File: src/rtl/zbt_reader.sv
// zbt_reader: streams 8-bit pixels out of 32-bit ZBT words, prefetching one word ahead along each line.
// Define ZBT_READER_BLANK_HOLD_EN to hold the last active pixel during blanking instead of driving 0.
module zbt_reader #(
    parameter int H_ACTIVE = 1024,
    parameter int H_TOTAL  = 1344,
    parameter int V_ACTIVE = 768,
    parameter int V_TOTAL  = 806
) (
    input  logic        clk,
    input  logic        reset,
    input  logic [10:0] hcount,
    input  logic [9:0]  vcount,
    input  logic [35:0] zbtr_read_data,
    output logic [18:0] zbtr_read_addr,
    output logic [7:0]  pixel,
    output logic        pixel_valid,
    output logic        frame_start
);
    typedef enum logic {WAIT_FRAME, RUN} state_t;

    localparam logic [10:0] H_ACT  = 11'(H_ACTIVE);
    localparam logic [10:0] H_PF   = 11'(H_ACTIVE - 4);
    localparam logic [10:0] H_LINE = 11'(H_TOTAL - 4);
    localparam logic [9:0]  V_ACT  = 10'(V_ACTIVE);
    localparam logic [9:0]  V_LAST = 10'(V_TOTAL - 1);

    state_t      state_q, state_d;
    logic [18:0] addr_q, addr_d;
    logic [31:0] word_q, word_d;
    logic [7:0]  pixel_q, pixel_d;
    logic        valid_q, valid_d;
    logic        start_q, start_d;
    logic        frame_pf, active;
    logic [9:0]  ynext;
    logic [7:0]  byte_sel, blank_pix;
    logic        unused_tag;

    assign unused_tag = ^zbtr_read_data[35:32];

    always_comb begin
        frame_pf  = hcount == H_LINE && vcount == V_LAST;
        active    = hcount < H_ACT && vcount < V_ACT;
        ynext     = vcount == V_LAST ? 10'd0 : vcount + 10'd1;
        // column 0 of a word sits in the most significant byte
        byte_sel  = 8'(word_q >> {~hcount[1:0], 3'b000});
`ifdef ZBT_READER_BLANK_HOLD_EN
        blank_pix = pixel_q;
`else
        blank_pix = 8'd0;
`endif
        addr_d    = hcount == H_LINE ? {1'b0, ynext, 8'd0}
                  : (hcount[1:0] == 2'd0 && hcount < H_PF) ? {1'b0, vcount, hcount[9:2] + 8'd1}
                  : addr_q;
        word_d    = hcount[1:0] == 2'd3 ? zbtr_read_data[31:0] : word_q;
        state_d   = frame_pf ? RUN : state_q;
        start_d   = frame_pf;
        valid_d   = state_q == RUN && active;
        pixel_d   = state_q != RUN ? 8'd0 : active ? byte_sel : blank_pix;
    end

    always_ff @(posedge clk) begin
        if (reset) begin
            state_q <= WAIT_FRAME;
            addr_q  <= '0;
            word_q  <= '0;
            pixel_q <= '0;
            valid_q <= 1'b0;
            start_q <= 1'b0;
        end else begin
            state_q <= state_d;
            addr_q  <= addr_d;
            word_q  <= word_d;
            pixel_q <= pixel_d;
            valid_q <= valid_d;
            start_q <= start_d;
        end
    end

    assign zbtr_read_addr = addr_q;
    assign pixel          = pixel_q;
    assign pixel_valid    = valid_q;
    assign frame_start    = start_q;
endmodule

File: config.mk
export PLATFORM = sky130hd
export DESIGN_NAME = zbt_reader
export DESIGN_NICKNAME = d
export VERILOG_FILES = /design/src/rtl/zbt_reader.sv
export SDC_FILE = /design/constraint.sdc
export NUM_CORES = 1
export LEC_CHECK = 0
export ABC_AREA = 0
export CAP_MARGIN = 20
export CORE_ASPECT_RATIO = 0.7
export CORE_MARGIN = 4
export CORE_UTILIZATION = 41
export CTS_CLUSTER_DIAMETER = 50
export DETAILED_ROUTE_END_ITERATION = 12
export PLACE_DENSITY = 0.76
export RECOVER_POWER = 100
export SLEW_MARGIN = 20
export SYNTH_ARGS = -nofsm -noshare
export SYNTH_HDL_FRONTEND = slang
export SYNTH_SLANG_ARGS = --single-unit
File: constraint.sdc
create_clock -name clk -period 2.3 [get_ports clk]
set_clock_uncertainty 0.2 [all_clocks]
set_input_delay 0.46 -clock clk [delete_from_list [all_inputs] [get_ports clk]]
set_output_delay 0.46 -clock clk [all_outputs]
set_load 0.02 [all_outputs]
# Yosys cells after proc, flatten, opt, wreduce, memory -nomap -nowiden
# Index checks and enable logic that the tools add are counted.
[op_classes]
addsub = 2
magnitude_cmp = 3
eq_ne = 3
shift = 1
n_mux = 3
bitwise = 3
reduce_logical = 8
[ops]
columns = ["operator", "n"]
rows = [
  ["2-to-1 mux 18 bit", 2],
  [">> shifter 32 x 5 -> 8 bit", 1],
  ["== test 11 bit (second input constant)", 1],
  ["< comparator 11 x 10 -> 1 bit (second input constant)", 1],
  ["< comparator 11 bit (second input constant)", 1],
  ["adder 10 x 1 -> 10 bit (second input constant)", 1],
  ["== test 10 bit (second input constant)", 1],
  ["< comparator 10 bit (second input constant)", 1],
  ["2-to-1 mux 10 bit", 1],
  ["adder 8 x 1 -> 8 bit (second input constant)", 1],
  ["logical AND 1 bit", 4],
  ["OR reduction 3 bit", 1],
  ["== test 2 bit (second input constant)", 1],
  ["logical NOT 2 bit", 1],
  ["NOT 1 bit", 2],
  ["NOT 2 bit", 1],
  ["nonzero test 2 bit", 1],
  ["OR reduction 2 bit", 1],
]
[word_totals]
register_bits = 61
in_bits = 59
word_cells = 30

# Longest topological paths before layout
[depth]
word_depth = 4
mapped_depth = 8
mapped_depth_nobuf = 7

# Worst setup path before layout
# No wires, ideal clock.
[synth_path]
path_type = "in2reg"
start = "input vcount[5]"
end = "register addr_q[13] (netlist: zbtr_read_addr[13])"
setup_ns = 0.132
t_arrival_ns = 1.937
required_ns = 1.968
path_slack_ns = 0.031
path_stages = 7
path_cell_list = "buf_4 -> or4b_1 -> or4_1 -> buf_2 -> and2_4 -> a32oi_1 -> a21oi_1"
[synth_between]
elab_chain_len = 3
elab_cells_between_ends = 5
[synth_lines]
columns = ["item", "line_no", "rtl"]
rows = [
  ["from (decl)", "12", "input logic [9:0] vcount,"],
  ["adder 10 x 1 -> 10 bit / == test 10 bit (equally long branches)", "43", "ynext = vcount == V_LAST ? 10'd0 : vcount + 10'd1;"],
  ["2-to-1 mux 10 bit", "43", ""],
  ["2-to-1 mux 18 bit (*)", "51", "addr_d = hcount == H_LINE ? {1'b0, ynext, 8'd0}"],
  ["to (signal assigned)", "71", "addr_q <= addr_d;"],
  ["to (decl)", "28", "logic [18:0] addr_q, addr_d;"],
]
# Every way passes the cells marked *; elsewhere a longest branch is shown, timed or not. The select of a mux whose other input is x is not followed.
# A chain may end at the register's enable or synchronous reset.

# Final worst setup path
[layout_path]
start = "input hcount[1]"
end = "register addr_q[11] (netlist: zbtr_read_addr[11])"
[layout_between]
elab_chain_len = 3
elab_cells_between_ends = 6
[layout_lines]
columns = ["item", "line_no", "rtl"]
rows = [
  ["from (decl)", "11", "input logic [10:0] hcount,"],
  ["< comparator 11 x 10 -> 1 bit / logical NOT 2 bit (equally long branches)", "52", ": (hcount[1:0] == 2'd0 && hcount < H_PF) ? {1'b0, vcount, hcount[9:2] + 8'd1}"],
  ["logical AND 1 bit", "52", ""],
  ["nonzero test 2 bit (no source line)", "--", ""],
]
# Parallel ways exist; a longest one is shown, timed or not.

==> out/results.ini <==
[status]
status = complete, no violations

[grt]
grt_pass1_wl_um = 11830
antenna_found_initial = 1
grt_usage = 0.1921
grt_max_degree = 33
overflow = 0
first_global_vias = 2440

[sta]
fmax_mhz = 437.0
layout_min_cycle_time_ns = 2.288
setup_violations = 0
hold_viol_final = 0
fin_tns_setup_ns = 0
slew-limit-headroom = 0.6026
slew_violations = 0
fin_crit_sh = 0.9949
worstMarginPinSlew_ns = 0.5961

[clock_network]
cts_sinks = 61
numCtsBuffers = 9
hold_buffers = 0
clkLatencyLatePin_ns = 0.33
cts_tree = built
cts-root-buf = clkbuf_8
cts_max_level = 3
clk_path_buf_depth = 2
clk_pin_slew_ns = 0.07

[placed_design]
dpl.hpwl_um = 5533
dp_cells = 487
gp_congestion = 0.8360
dpl_cell_area_mm2 = 0.003807
port_buffers = 82

[logic_synthesis]
synthArstFlopShare = 0
ys.flop_type = dfxtp_1
synth-seq-area-share = 0.4621
synth_seq_cells = 61
synth_edf_count = 0
synth_area_mm2 = 0.002643
yosysWarnings = 0
synth_area_leaders = dfxtp_1 (46%), nand2_1 (11%), a21oi_1 (8.7%)
synth_top_area_frac = 0.4621
syn_avg_cell_area_um2 = 8.608
yosysUniqueCellTypes = 44
synth_fp_nets = 369
syn_inst = 307
synth_top_area_cell = dfxtp_1

[floorplan]
die_h_um = 75.17
die_w_um = 104.0
die_area_mm2 = 0.007814
core_mm2 = 0.006246
start_util = 0.4231
ios = 88
fp-row-count = 24

[hold_path]
hold_path.startpoint = word_q[2]$_SDFFE_PP0N_
min_path_type = flip-flop to flip-flop
hold_end = word_q[2]$_SDFFE_PP0N_
holdPathStages = 2

[critical_path]
reg2regPathDepth = 2
crit_arrival_ns = 2.31
start_kind = input port
worstReg2RegEnd = pixel[5]$_SDFF_PP0_
r2r_slack_ns = 1.05
critical_path_class = input port to flip-flop
r2r-start = word_q[5]$_SDFFE_PP0N_
cp-end-kind = flip-flop
path_max_fanout = 9
crit_required_ns = 2.33

[layout]
final_util = 0.6504
fin_nets = 484
stdcell_area_mm2 = 0.004063
stdcell_count = 506
drive_gt1_frac = 0.1803
areaGrowthSynthToFinish_pct = 53.74

[power]
p_comb_frac = 0.143
pwr-share-clk = 0.406
worst_ir_drop_vdd_mv = 0.3288
p_leak_uw = 0.001636
power_switching_uw = 592.9
seq_power_share = 0.451
swShare = 0.2397
finalPower_uw = 2474
powerDensity_mw_per_mm2 = 608.9
p_int_uw = 1881

[run]
cap_violations = 0

[detailed_routing]
wire_per_inst_um = 14.86
dr.first_iter.drc_count = 109
vias_per_cell = 5.109
num_vias = 2585
drt_first_pass_iters = 5
drc = 0
final_antenna_net_count = 0
drt-total-wl_um = 7519

## worst max-delay path: stages
cell and delay, ns:
clkdlybuf4s50_1 0.43, buf_4 0.15, or3_1 0.43, a31oi_4 0.21
buf_12 0.15, nand2b_2 0.15, nor2_1 0.06, a2111oi_2 0.28
## power by group through the flow
| stage | clock (µW) | combinational [µW] | sequential [µW] |
|---|---|---|---|
| floorplan | 0 | 134 | 1150 |
| global route | 1080 | 383 | 1120 |
| finish | 1000 | 354 | 1120 |
| global placement | 0 | 353 | 1140 |
| detailed placement | 0 | 359 | 1140 |
| CTS | 1030 | 362 | 1120 |
## cell families after synthesis
family                     share of synthesized area
and+or+nand+nor                               0.2434
AOI/OAI and AO/OA                             0.1444
DFF                                           0.4621
buffers and inverters                        0.04214
muxes                                        0.07576
xor gates and xnor gates                     0.01657
adders and majority gates                    0.01421
other                                       0.001419
## Yosys cell counts (2+ instances only)
cell type  number
inv_1           3
nor2_1         18
a211oi_1        7
nand2_1        76
nand2b_1        3
clkbuf_1       16
a31oi_1         3
buf_4           2
mux2i_1         2
xnor2_1         3
nor4_1          3
a32oi_1         2
nand4_1         2
and4_1          4
o21ai_0         2
xor2_1          2
nor3_1          4
nor2b_1         9
nand3_1         5
or3_1           2
a21oi_1        46
mux4_2          8
ha_1            3
dfxtp_1        61
buf_2           2
## per-stage QoR
stage	hold slack [ns]	setup slack (ns)
floorplan	0.2292	0.03118
global placement	0.2402	-0.3827
detailed placement	0.2498	-0.4077
CTS	0.2593	0.003086
global route	0.2737	-0.006127
finish	0.2582	0.01173
## registers in the layout, indices dropped and copies added, names as in the netlist
name            flops
pixel               8
frame_start         1
state_q             1
zbtr_read_addr     18
pixel_valid         1
word_q             32
## worst max path at each step
stage	from	end	cells past startpoint
global route	hcount[1]	zbtr_read_addr[17]$_SDFFE_PP0P_	8
global placement	vcount[4]	zbtr_read_addr[8]$_SDFFE_PP0P_	7
floorplan	vcount[5]	zbtr_read_addr[13]$_SDFFE_PP0P_	7
finish	hcount[1]	zbtr_read_addr[11]$_SDFFE_PP0P_	8
CTS	vcount[5]	zbtr_read_addr[8]$_SDFFE_PP0P_	7
detailed placement	hcount[1]	zbtr_read_addr[11]$_SDFFE_PP0P_	6
## layout by cell type, fill, tap and decap left out, types with 3 or more instances in the layout
cell,Yosys,layout
mux4_2,8,8
ha_1,3,3
xnor2_1,3,3
dlygate4sd3_1,0,29
nand2b_1,3,3
inv_1,3,3
buf_4,2,38
nand3_1,5,5
clkbuf_8,0,12
nand2_1,76,76
dfxtp_1,61,61
a211oi_1,7,7
and4_1,4,4
a21oi_1,46,46
clkdlybuf4s50_1,0,49
nor3_1,4,4
nor2_1,18,17
dlymetal6s2s_1,0,4
nor2b_1,9,9
## metal layers
metal  vias up  routed length [µm]  GRT usage
met3         7                 544    0.06084
met4         0                  68    0.05015
met1      1204                3563     0.2637
met5         -                   0          0
met2        76                3343     0.2973
li1       1298                   -          -
## repair_timing
| action | CTS | global route |
|---|---|---|
| setup endpoints to repair | 3 | 9 |
| buffers inserted | 0 | 2 |
| resized for setup | 3 | 9 |
| pin swaps | 1 | 2 |
## cell type report
type                    instances  area [µm²]
multi-input cells             221        1346
clock inverters                 3       42.54
flip-flops and latches         61        1221
well taps                      78       97.59
repair buffers                126        1172
clock buffers                  13       168.9
diodes                          1       2.502
inverters                       3       11.26
fillers                       522        2183
No activity file was read; power rests on OpenSTA's default activity.
